### config.mk
export PLATFORM = sky130hd
export DESIGN_NAME = sd_clk_switch_seq
export DESIGN_NICKNAME = d
export VERILOG_FILES = /design/src/rtl/sd_clk_switch_seq.sv
export SDC_FILE = /design/constraint.sdc
export NUM_CORES = 1
export LEC_CHECK = 0
export BUFFER_PORTS_ARGS = -buffer_cell sky130_fd_sc_hd__buf_2
export CAP_MARGIN = 20
export CORE_MARGIN = 8
export CORE_UTILIZATION = 58
export CTS_CLUSTER_SIZE = 40
export DETAILED_ROUTE_END_ITERATION = 8
export PLACE_DENSITY = 0.8
export REMOVE_ABC_BUFFERS = 1
export SETUP_SLACK_MARGIN = 0.1
export SLEW_MARGIN = 20
export SYNTH_ARGS = -nofsm -noshare
export SYNTH_HDL_FRONTEND = slang
export SYNTH_SLANG_ARGS = --single-unit
### constraint.sdc
create_clock -name AXI_CLOCK -period 2.79 [get_ports AXI_CLOCK]
set_input_delay 0.1395 -clock AXI_CLOCK [delete_from_list [all_inputs] [get_ports AXI_CLOCK]]
set_output_delay 0.1395 -clock AXI_CLOCK [all_outputs]
set_load 0.005 [all_outputs]
### src/rtl/sd_clk_switch_seq.sv
// Clock Control sequencer in front of the SD card clock divider: brings the internal
// clock up, gates the card clock, and performs glitch-free divisor switches once the bus is idle.
module sd_clk_switch_seq #(
  parameter int GATE_CYCLES    = 8,
  parameter int RST_CYCLES     = 2,
  parameter int STABLE_TIMEOUT = 4095,
  parameter int TW             = 12
) (
  input  logic       AXI_CLOCK,
  input  logic       AXI_RST,
  input  logic       int_clk_en_i,
  input  logic       sd_clk_en_i,
  input  logic [7:0] freq_sel_i,
  input  logic       freq_wr_i,
  input  logic       bus_busy_i,
  input  logic       div_stable_i,
  output logic [7:0] div_o,
  output logic       div_rst_o,
  output logic       sd_clk_gate_o,
  output logic       int_clk_stable_o,
  output logic       switch_done_o,
  output logic       busy_o,
  output logic       err_timeout_o
);

  typedef enum logic [3:0] {
    S_OFF, S_WAIT_ST, S_STABLE, S_RUN, S_DRAIN, S_GATE, S_RELOAD, S_WAIT_SW, S_POST
  } state_t;

  localparam logic [TW-1:0] GATE_LAST   = TW'(GATE_CYCLES - 1);
  localparam logic [TW-1:0] RST_LAST    = TW'(RST_CYCLES - 1);
  localparam logic [TW-1:0] STABLE_LAST = TW'(STABLE_TIMEOUT);

  state_t        state, state_nxt;
  logic [TW-1:0] timer;
  logic          pend;
  logic [7:0]    pend_div;
  logic          en_q;
  logic          en_rise, wr_take, consume, timeout_hit, post_done;
  logic          gate_nxt, rst_nxt, stable_nxt, busy_nxt;

  assign en_rise = int_clk_en_i & ~en_q;
  // Rewriting the current divisor is a no-op only when no switch is in flight.
  assign wr_take = freq_wr_i & ((freq_sel_i != div_o) | busy_o);

  always_ff @(posedge AXI_CLOCK or posedge AXI_RST) begin
    if (AXI_RST) begin
      state            <= S_OFF;
      timer            <= '0;
      pend             <= 1'b0;
      pend_div         <= 8'h7D;
      en_q             <= 1'b0;
      div_o            <= 8'h7D;
      div_rst_o        <= 1'b1;
      sd_clk_gate_o    <= 1'b0;
      int_clk_stable_o <= 1'b0;
      switch_done_o    <= 1'b0;
      busy_o           <= 1'b0;
      err_timeout_o    <= 1'b0;
    end else begin
      state            <= state_nxt;
      // Every state that measures time starts counting from its entry.
      timer            <= (state_nxt != state) ? '0 : timer + TW'(1);
      en_q             <= int_clk_en_i;
      div_rst_o        <= rst_nxt;
      sd_clk_gate_o    <= gate_nxt;
      int_clk_stable_o <= stable_nxt;
      switch_done_o    <= post_done;
      busy_o           <= busy_nxt;
      if (consume) div_o <= pend_div;
      if (wr_take) begin
        pend     <= 1'b1;
        pend_div <= freq_sel_i;
      end else if (consume) begin
        pend <= 1'b0;
      end
      if (timeout_hit)  err_timeout_o <= 1'b1;
      else if (en_rise) err_timeout_o <= 1'b0;
    end
  end

  always_comb begin
    state_nxt   = state;
    timeout_hit = 1'b0;
    post_done   = 1'b0;
    case (state)
      // A latched timeout holds the sequencer off until the enable is toggled.
      S_OFF:     if (int_clk_en_i && (!err_timeout_o || en_rise)) state_nxt = S_WAIT_ST;
      S_WAIT_ST: if (div_stable_i) state_nxt = S_STABLE;
                 else if (timer == STABLE_LAST) begin
                   state_nxt   = S_OFF;
                   timeout_hit = 1'b1;
                 end
      S_STABLE:  if (pend) state_nxt = S_GATE;
                 else if (sd_clk_en_i) state_nxt = S_RUN;
      S_RUN:     if (!sd_clk_en_i) state_nxt = S_STABLE;
                 else if (pend) state_nxt = S_DRAIN;
      S_DRAIN:   if (!bus_busy_i) state_nxt = S_GATE;
      S_GATE:    if (timer == GATE_LAST) state_nxt = S_RELOAD;
      S_RELOAD:  if (timer == RST_LAST) state_nxt = S_WAIT_SW;
      S_WAIT_SW: if (div_stable_i) state_nxt = S_POST;
                 else if (timer == STABLE_LAST) begin
                   state_nxt   = S_OFF;
                   timeout_hit = 1'b1;
                 end
      S_POST:    if (timer == GATE_LAST) begin
                   post_done = 1'b1;
                   if (pend)             state_nxt = S_GATE;
                   else if (sd_clk_en_i) state_nxt = S_RUN;
                   else                  state_nxt = S_STABLE;
                 end
      default:   state_nxt = S_OFF;
    endcase
    if (!int_clk_en_i) begin
      state_nxt   = S_OFF;
      timeout_hit = 1'b0;
      post_done   = 1'b0;
    end
  end

  // Outputs are a function of the state being entered, so they land with the state register.
  always_comb begin
    gate_nxt   = (state_nxt == S_RUN) || (state_nxt == S_DRAIN);
    rst_nxt    = (state_nxt == S_OFF) || (state_nxt == S_GATE) || (state_nxt == S_RELOAD);
    stable_nxt = (state_nxt == S_STABLE) || (state_nxt == S_RUN) ||
                 (state_nxt == S_DRAIN)  || (state_nxt == S_POST);
    busy_nxt   = !((state_nxt == S_OFF) || (state_nxt == S_STABLE) || (state_nxt == S_RUN));
    consume    = pend && (((state == S_OFF) && (state_nxt == S_WAIT_ST)) ||
                          ((state != S_GATE) && (state_nxt == S_GATE)));
  end

endmodule
==> results.toml, run 1 <==
[cells_and_area]
final_common_cell = "buf_2"
fin_area_sq_mm = 0.00289
multiInputGateArea_sq_mm = 0.00129
layout_common_cells = "buf_2 (28), buf_4 (27), dfrtp_1 (26)"
regArea_sq_mm = 0.00102
syn_to_final_growth_pct = 24.3
finalNetCount = 295
drive_above_1_share_pct = 40.5
diodes = 0
fillers = 245

[die]
die_area_sq_mm = 0.00629
start_util_pct = 59.0
core_region_area_sq_mm = 0.00394
die_h_microns = 79.3
ios = 29
die_x_microns = 79.3
rows = 23

[timing]
finalHoldViolCount = 0
worst_slew_pin_slew_ps = 481
fin_setup_tns_ps = 0
post-route-period-util_pct = 94.9
skew_ps = 9.64
clock.fmax_mhz = 378
setup_viol = 0
relSlewSlack_pct = 67.7
layout_setup_ws_ps = 142
rsz0062_at_grt = "yes"
drv_slew = 0
min_period_ps = 2650

[drt]
wl_per_cell_microns = 17.5
dr_total_vias = 2016
first_iter_violations = 225
wl_microns = 5770
drc_errors = 0
drtPass1Iterations = 5
ant_nets = 0
viasPerCell = 6.13

[power]
switchingPower_uw = 531
clock_power_share_pct = 28.0
p_int_mw = 1.27
combPwrFrac_pct = 26.9
p_leak_nw = 1.23
power.density_mw_per_mm2 = 623
vdd_ir_drop_max_uv = 424
finalPower_mw = 1.80
netSwitchingFraction_pct = 29.5
p_seq_share_pct = 45.1

[yosys]
syn_inst = 225
synth-main-ff-cell = "dfrtp_1"
yosys.area.top_type = "dfrtp_1"
synth_top_area_share_pct = 29.0
synthDistinctLibCells = 50
syn_area_per_cell_sq_um = 10.3
synth_area_sq_mm = 0.00233
synthArstFlopShare_pct = 100
ys_ff_latch = 40
synth_edf_count = 0
ys_seq_area_share_pct = 43.7
yosysWarnings = 0
ys_top_cells_by_area = "dfrtp_1 (29%), dfstp_2 (15%), mux2_2 (7.7%)"

[clock_tree]
cts_tree = "built"
clk_pin_slew_ps = 80
clock_latency_ps = 300
cts-buffers-inserted = 5
cts_sinks = 40
h-tree-depth = 2
clockBufferDepth = 2
clockRootBuffer = "clkbuf_8"

[global_route]
grt_pass1_vias = 1884
gr-usage-met2_pct = 29.7
grt-ovfl-total = 0
grt_max_degree = 41
grt_pass1_wl_microns = 9090
met1_usage_pct = 22.2
busiest_layer = "met2"
grt.total_usage_pct = 18.1
met3_usage_pct = 4.06
antenna_found_initial = 0

[worst_setup_path]
worstReg2RegStart = "timer[1]"
cp.arrival_ps = 2830
startpoint = "timer[1]"
cp-endpoint = "div_o[1]"
r2r_setup_slack_ps = 140
criticalPathCategory = "reg -> reg"
cp_max_fo = 8
start_kind = "flip-flop"
worstPathRequired_ps = 2970
r2r-end = "div_o[1]"
end_kind = "flip-flop"
reg2reg_depth = 8

[place]
pre_cts_ws_ps = 28.2
port_buffers = 28
dp_hpwl_microns = 3950
finalWeightedCongestion = 0.947
placed_area_sq_mm = 0.00267

[worst_hold_path]
hp-class = "in -> reg"

[flow_run]
drv_cap = 0

[outcome]
status = "finished clean"
[cells in the mapped netlist, drive strengths merged, types with 4 or more instances]
cell type	instances
nor3	7
dfrtp	27
nand4	6
clkbuf	6
inv	10
mux2	16
buf	5
a21oi	4
nor2	11
o21ai	14
nand2b	4
and3	5
xnor2	16
nand3	8
dfstp	13
nand2	8
xor2	5
nor4	15
[routing by layer]
metal  up-vias  share of wire (%)
li1        943                  -
met1       966                 40
met2        84                 51
met3        23                5.7
met4         0                3.1
met5         -                  0
[through the flow]
step           hold WS (ps)  util, %  instances
2_1_floorplan           171        -        214
3_3_place_gp            270     67.7        318
3_5_place_dp            280     67.7        318
4_1_cts                82.2     71.4        327
5_1_grt                92.5     73.3        329
6_report               85.0     73.3        329
[power groups by stage]
stage	sequential, mW	clock (mW)	combinational, mW
floorplan	0.819	0	0.273
global placement	0.815	0	0.455
detailed placement	0.820	0	0.467
CTS	0.809	0.505	0.473
global route	0.830	0.533	0.537
finish	0.812	0.503	0.484
[sequential cells by signal (all words and copies together), names as in the netlist, 4 cells and up]
| register | count |
|---|---|
| timer | 12 |
| div_o | 8 |
| pend_div | 8 |
| state | 4 |
[logic make-up (layout without fill, tap and decap cells)]
logic type               Yosys count  after routing  share of synthesized area [%]
XOR/XNOR                          21             21                           7.91
AO/OA/AOI/OAI                     42             42                           14.7
buffers and inverters             21             75                           3.98
AND/OR/NAND/NOR                   83             83                           20.9
multiplexers                      16             16                           7.75
flip-flops                        40             40                           43.7
adder cells (fa/ha/maj)            2              2                           1.08
[worst min path at each step]
stage                 startpoint          end  cells past startpoint
floorplan           int_clk_en_i         en_q                      0
global placement         AXI_RST  pend_div[1]                      3
detailed placement       AXI_RST     div_o[1]                      3
CTS                 int_clk_en_i         en_q                      1
global route        int_clk_en_i         en_q                      1
finish              int_clk_en_i         en_q                      1
[cell type report]
| cell class | instances | share of cell area, % |
|---|---|---|
| clock buffer | 6 | 2.86 |
| clock inverter | 2 | 1.34 |
| inverter | 10 | 1.30 |
| multi-input combinational | 164 | 44.5 |
| sequential | 40 | 35.2 |
| tap | 50 | 2.16 |
| timing repair buffer | 57 | 12.6 |
[what timing repair did]
action,in CTS,in global routing
hold buffers,1,0
setup endpoints to repair,20,20
hold endpoints to repair,27,0
buffers inserted,0,2
pin swaps,0,2
gates resized for setup,3,12
[worst max-delay path, cell delays in order, from the launching register on]
cell and delay [ps]:
dfrtp_1 420, ha_2 200, and4bb_2 250, and3_2 230
o211ai_1 390, o31ai_2 190, a2111oi_4 330, buf_6 190
mux2_2 330
No activity file was read; power rests on OpenSTA's default activity.
==> inputs of run 2 (changes only) <==
- clock period: 2.79 -> 3 ns (I/O delays scaled with it)
==> run 2 against run 1 <==
Sequential power decreased by 6.3%. Die area unchanged. Flip-flop and latch count is the same. Clock-buffer cell count down 1.
==> results.toml, run 2 (synthesis results as in run 1) <==
[global_route]
antenna_found_initial = 0
grt_pass1_wl_microns = 8990
grt-ovfl-total = 0
grt.total_usage_pct = 17.8
grt_max_degree = 24
grt_pass1_vias = 1845

[timing]
clock.fmax_mhz = 360
setup_viol = 0
relSlewSlack_pct = 43.5
skew_ps = 10.0
worst_slew_pin_slew_ps = 847
post-route-period-util_pct = 92.6
min_period_ps = 2780
fin_setup_tns_ps = 0
drv_slew = 0
finalHoldViolCount = 0
finalHoldWorstSlack_ps = 6.06
rsz0062_at_grt = "no"

[power]
finalPower_mw = 1.63
p_seq_share_pct = 46.8
power.density_mw_per_mm2 = 608
combPwrFrac_pct = 25.7
switchingPower_uw = 491
vdd_ir_drop_max_uv = 436
netSwitchingFraction_pct = 30.2
clock_power_share_pct = 27.5
p_leak_nw = 1.12
p_int_mw = 1.14

[die]
die_area_sq_mm = 0.00629
rows = 23
die_x_microns = 79.3
ios = 29
start_util_pct = 59.0
core_region_area_sq_mm = 0.00394
die_h_microns = 79.3

[cells_and_area]
diodes = 0
final_common_cell = "buf_2"
largest_register_ffs = 12
regMostFlops = "timer"
layout_common_cells = "buf_2 (28), dfrtp_1 (27), mux2_2 (16)"
fillers = 303
final_cells = 309
reg.largest.list = "timer: 12 flops, div_o: 8 flops, pend_div: 8 flops"
finalNetCount = 275
syn_to_final_growth_pct = 15.1
drive_above_1_share_pct = 33.6

[clock_tree]
postCtsSetupRepairBufs = 0
cts_tree = "built"
clock_latency_ps = 300
h-tree-depth = 2
clockRootBuffer = "clkbuf_8"
cts-buffers-inserted = 5
cts_sinks = 40
clk_pin_slew_ps = 80
clockBufferDepth = 2
ctsResizeCount = 0
cts_hold_buffers = 0

[drt]
wl_per_cell_microns = 17.5
wl_met2_microns = 2720
drc_errors = 0
wl_met1_microns = 2340
drtPass1Iterations = 4
highest_layer = "met4"
viasPerCell = 6.11
ant_nets = 0
dr_wl_met3_microns = 291
wl_microns = 5410
dr_total_vias = 1888
first_iter_violations = 258

[worst_setup_path]
worstReg2RegStart = "timer[0]"
r2r_setup_slack_ps = 220
worstPathRequired_ps = 3190
path_buf_inv = 1
cp_cell_sequence = "ha_1 > and4bb_2 > and3_2 > o211ai_1 > o31ai_2 > a2111oi_4 > buf_4 > mux2_2"
critical_path.top_delay_family = "compound AO/OA/AOI/OAI gates"
reg2reg_depth = 8
start_kind = "flip-flop"
r2r-end = "div_o[7]"
crit_path_top_delay_cell = "dfrtp_1"
criticalPathCategory = "reg -> reg"
cp_max_fo = 8
cp.arrival_ps = 2970
critPathMaxStageDelay_ps = 430
end_kind = "flip-flop"

[place]
port_buffers = 28
dpl.cell_count = 301
finalWeightedCongestion = 0.955
dp_hpwl_microns = 3900

[worst_hold_path]
hp-class = "in -> async"

[outcome]
status = "finished clean"

[flow_run]
drv_cap = 0
-- run 2: cell count changes in the layout (fill, tap and decap cells not counted), sizes merged --
| cell | previous run | this run |
|---|---|---|
| buf | 56 | 37 |
| clkinv | 1 | 2 |
| dlygate4sd3 | 1 | 0 |
| clkbuf | 6 | 5 |
-- run 2: final cells by class --
type	count	area [sq um]	area share (%)
Clock inverter	3	47.5	1.78
Inverter	10	37.5	1.40
Clock buffer	5	68.8	2.57
Sequential cell	40	1020	38.0
Multi-Input combinational cell	164	1240	46.2
Tap cell	50	62.6	2.34
Timing Repair Buffer	37	208	7.76
-- run 2: worst max-delay path by stage --
stage                     startpoint       end  slack, ps  cells past startpoint
after floorplan             state[2]  div_o[1]        370                      6
after global placement      timer[0]  timer[3]        250                      8
after detailed placement    timer[0]  timer[2]        180                      8
after CTS                   timer[0]  timer[2]        140                      8
after global routing        timer[0]  div_o[7]        120                      8
final                       timer[0]  div_o[7]        220                      8
-- run 2: metrics by stage --
step / setup slack (ps) / util [%] / cell area [sq um]
6_report: 221 / 67.9 / 2680
5_1_grt: 116 / 67.9 / 2680
4_1_cts: 138 / 67.4 / 2660
3_5_place_dp: 181 / 64.5 / 2540
3_3_place_gp: 249 / 64.5 / 2540
2_1_floorplan: 368 / - / 2270
-- run 2: power groups by stage --
stage          clock, mW  combinational (mW)  sequential, mW
6_report           0.447               0.418           0.761
5_1_grt            0.481               0.467           0.778
4_1_cts            0.454               0.415           0.763
3_5_place_dp           0               0.413           0.772
3_3_place_gp           0               0.397           0.764
2_1_floorplan          0               0.253           0.762
-- run 2: layer usage --
layer / up-vias / track usage (%)
li1: 905 / -
met4: 0 / 5.93
met2: 55 / 28.5
met5: - / 0
met3: 8 / 4.29
met1: 920 / 22.9
==> inputs of run 3 (changes only) <==
==> constraint.sdc (replaced) <==
create_clock -name AXI_CLOCK -period 3 [get_ports AXI_CLOCK]
set_input_delay 0.45 -clock AXI_CLOCK [delete_from_list [all_inputs] [get_ports AXI_CLOCK]]
set_output_delay 0.45 -clock AXI_CLOCK [all_outputs]
set_load 0.005 [all_outputs]
==> run 3 against run 2 <==
Critical path depth decreased by 1. Via count increased by 0.64%. Sequential share of layout area increased by 0.45 points. Global-route usage increased by 0.50 points. Clock skew decreased by 2.5 ps. Final cell count unchanged.
==> results.toml, run 3 (synthesis results as in run 1) <==
[outcome]
status = "finished clean"

[worst_setup_path]
cp.arrival_ps = 2970
cp_cell_sequence = "o31ai_2 > and2_1 > o2bb2a_4 > a31o_4 > a2111oi_4 > buf_4 > mux2_2"
criticalPathCategory = "reg -> reg"
cp_max_fo = 15
start_kind = "flip-flop"
crit_path_top_delay_cell = "dfrtp_1"
critPathMaxStageDelay_ps = 550
end_kind = "flip-flop"
worstPathRequired_ps = 3190

[cells_and_area]
syn_to_final_growth_pct = 13.8
regMostFlops = "timer"
largest_register_ffs = 12
layout_common_cells = "buf_2 (28), dfrtp_1 (27), mux2_2 (16)"
final_common_cell = "buf_2"
finalNetCount = 275
reg.largest.list = "timer: 12 flops, div_o: 8 flops, pend_div: 8 flops"
fillers = 299
diodes = 0
drive_above_1_share_pct = 33.2

[timing]
min_period_ps = 2780
clock.fmax_mhz = 359
worst_slew_pin_slew_ps = 593
drv_slew = 0
post-route-period-util_pct = 92.8
skew_ps = 7.51
finalHoldViolCount = 0
setup_viol = 0
relSlewSlack_pct = 60.3
fin_setup_tns_ps = 0
rsz0062_at_grt = "no"
finalHoldWorstSlack_ps = 252
layout_setup_ws_ps = 217

[drt]
wl_microns = 5350
drtPass1Iterations = 4
drc_errors = 0
first_iter_violations = 248
viasPerCell = 6.15
dr_total_vias = 1900
wl_per_cell_microns = 17.3
ant_nets = 0

[global_route]
grt_max_degree = 41
grt_pass1_vias = 1907
antenna_found_initial = 0
grt_pass1_wl_microns = 9110
grt-ovfl-total = 0
grt.total_usage_pct = 18.3

[place]
pre_cts_ws_ps = 197
dp_hpwl_microns = 3800
finalWeightedCongestion = 0.957
port_buffers = 28

[die]
start_util_pct = 59.0
core_region_area_sq_mm = 0.00394
die_area_sq_mm = 0.00629
ios = 29
die_x_microns = 79.3
die_h_microns = 79.3
rows = 23

[clock_tree]
ctsResizeCount = 0
cts_hold_buffers = 0
clk_pin_slew_ps = 80
cts_tree = "built"
h-tree-depth = 2
clockRootBuffer = "clkbuf_8"
clock_latency_ps = 300
cts-buffers-inserted = 5
cts_sinks = 40
clockBufferDepth = 2
postCtsSetupRepairBufs = 0

[worst_hold_path]
hp-class = "in -> async"

[flow_run]
drv_cap = 0

[power]
power.density_mw_per_mm2 = 579
vdd_ir_drop_max_uv = 327
p_leak_nw = 1.11
[run 3: layout make-up]
cell class / count / area, sq um / share of cell area, %
multi-input cells: 164 / 1240 / 46.7
clock buffers: 6 / 72.6 / 2.74
clock inverters: 2 / 12.5 / 0.473
well taps: 50 / 62.6 / 2.36
inverters: 10 / 37.5 / 1.42
flip-flops and latches: 40 / 1020 / 38.4
repair buffers: 37 / 208 / 7.85
[run 3: routing by layer]
metal	vias up	part of all wire (%)	GRT usage, %	wire [microns]
met5	-	0	0	0
met4	0	1.9	9.26	101
met3	9	4.7	3.84	252
met2	57	52	30.6	2760
met1	928	42	21.6	2240
li1	906	-	-	-
[run 3: final timing paths]
| check | cells past startpoint | endpoint | slack (ps) | start |
|---|---|---|---|---|
| hold / removal | 3 | pend_div[1] | 250 | AXI_RST |
| hold reg to reg | 2 | err_timeout_o | 500 | en_q |
| setup reg to reg | 7 | div_o[1] | 220 | state[1] |
| setup / recovery | 7 | div_o[1] | 220 | state[1] |
| max in group asynchronous | 3 | div_rst_o | 2380 | AXI_RST |
| min in group AXI_CLOCK | 2 | pend_div[2] | 410 | freq_sel_i[2] |
[run 3: where the power goes]
group,switching [mW],total [mW],leakage (nW),internal [mW]
Combinational,0.202,0.416,0.573,0.214
Clock,0.190,0.353,0.0412,0.163
Sequential,0.0950,0.765,0.493,0.670
[run 3: stage by stage]
| stage | cells | power [mW] | utilization, % | instance area [sq um] |
|---|---|---|---|---|
| floorplan | 214 | 1.01 | - | 2270 |
| global placement | 301 | 1.16 | 64.5 | 2540 |
| detailed placement | 301 | 1.19 | 64.5 | 2540 |
| CTS | 309 | 1.55 | 66.6 | 2630 |
| global route | 309 | 1.63 | 67.1 | 2650 |
| finish | 309 | 1.53 | 67.1 | 2650 |
[run 3: worst max-delay path, delay by kind of cell, from the launching register on]
kind | cells | cell delay (ps)
simple gates | 1 | 370
compound gates | 4 | 1150
flops | 1 | 550
mux | 1 | 360
buf+inv | 1 | 240
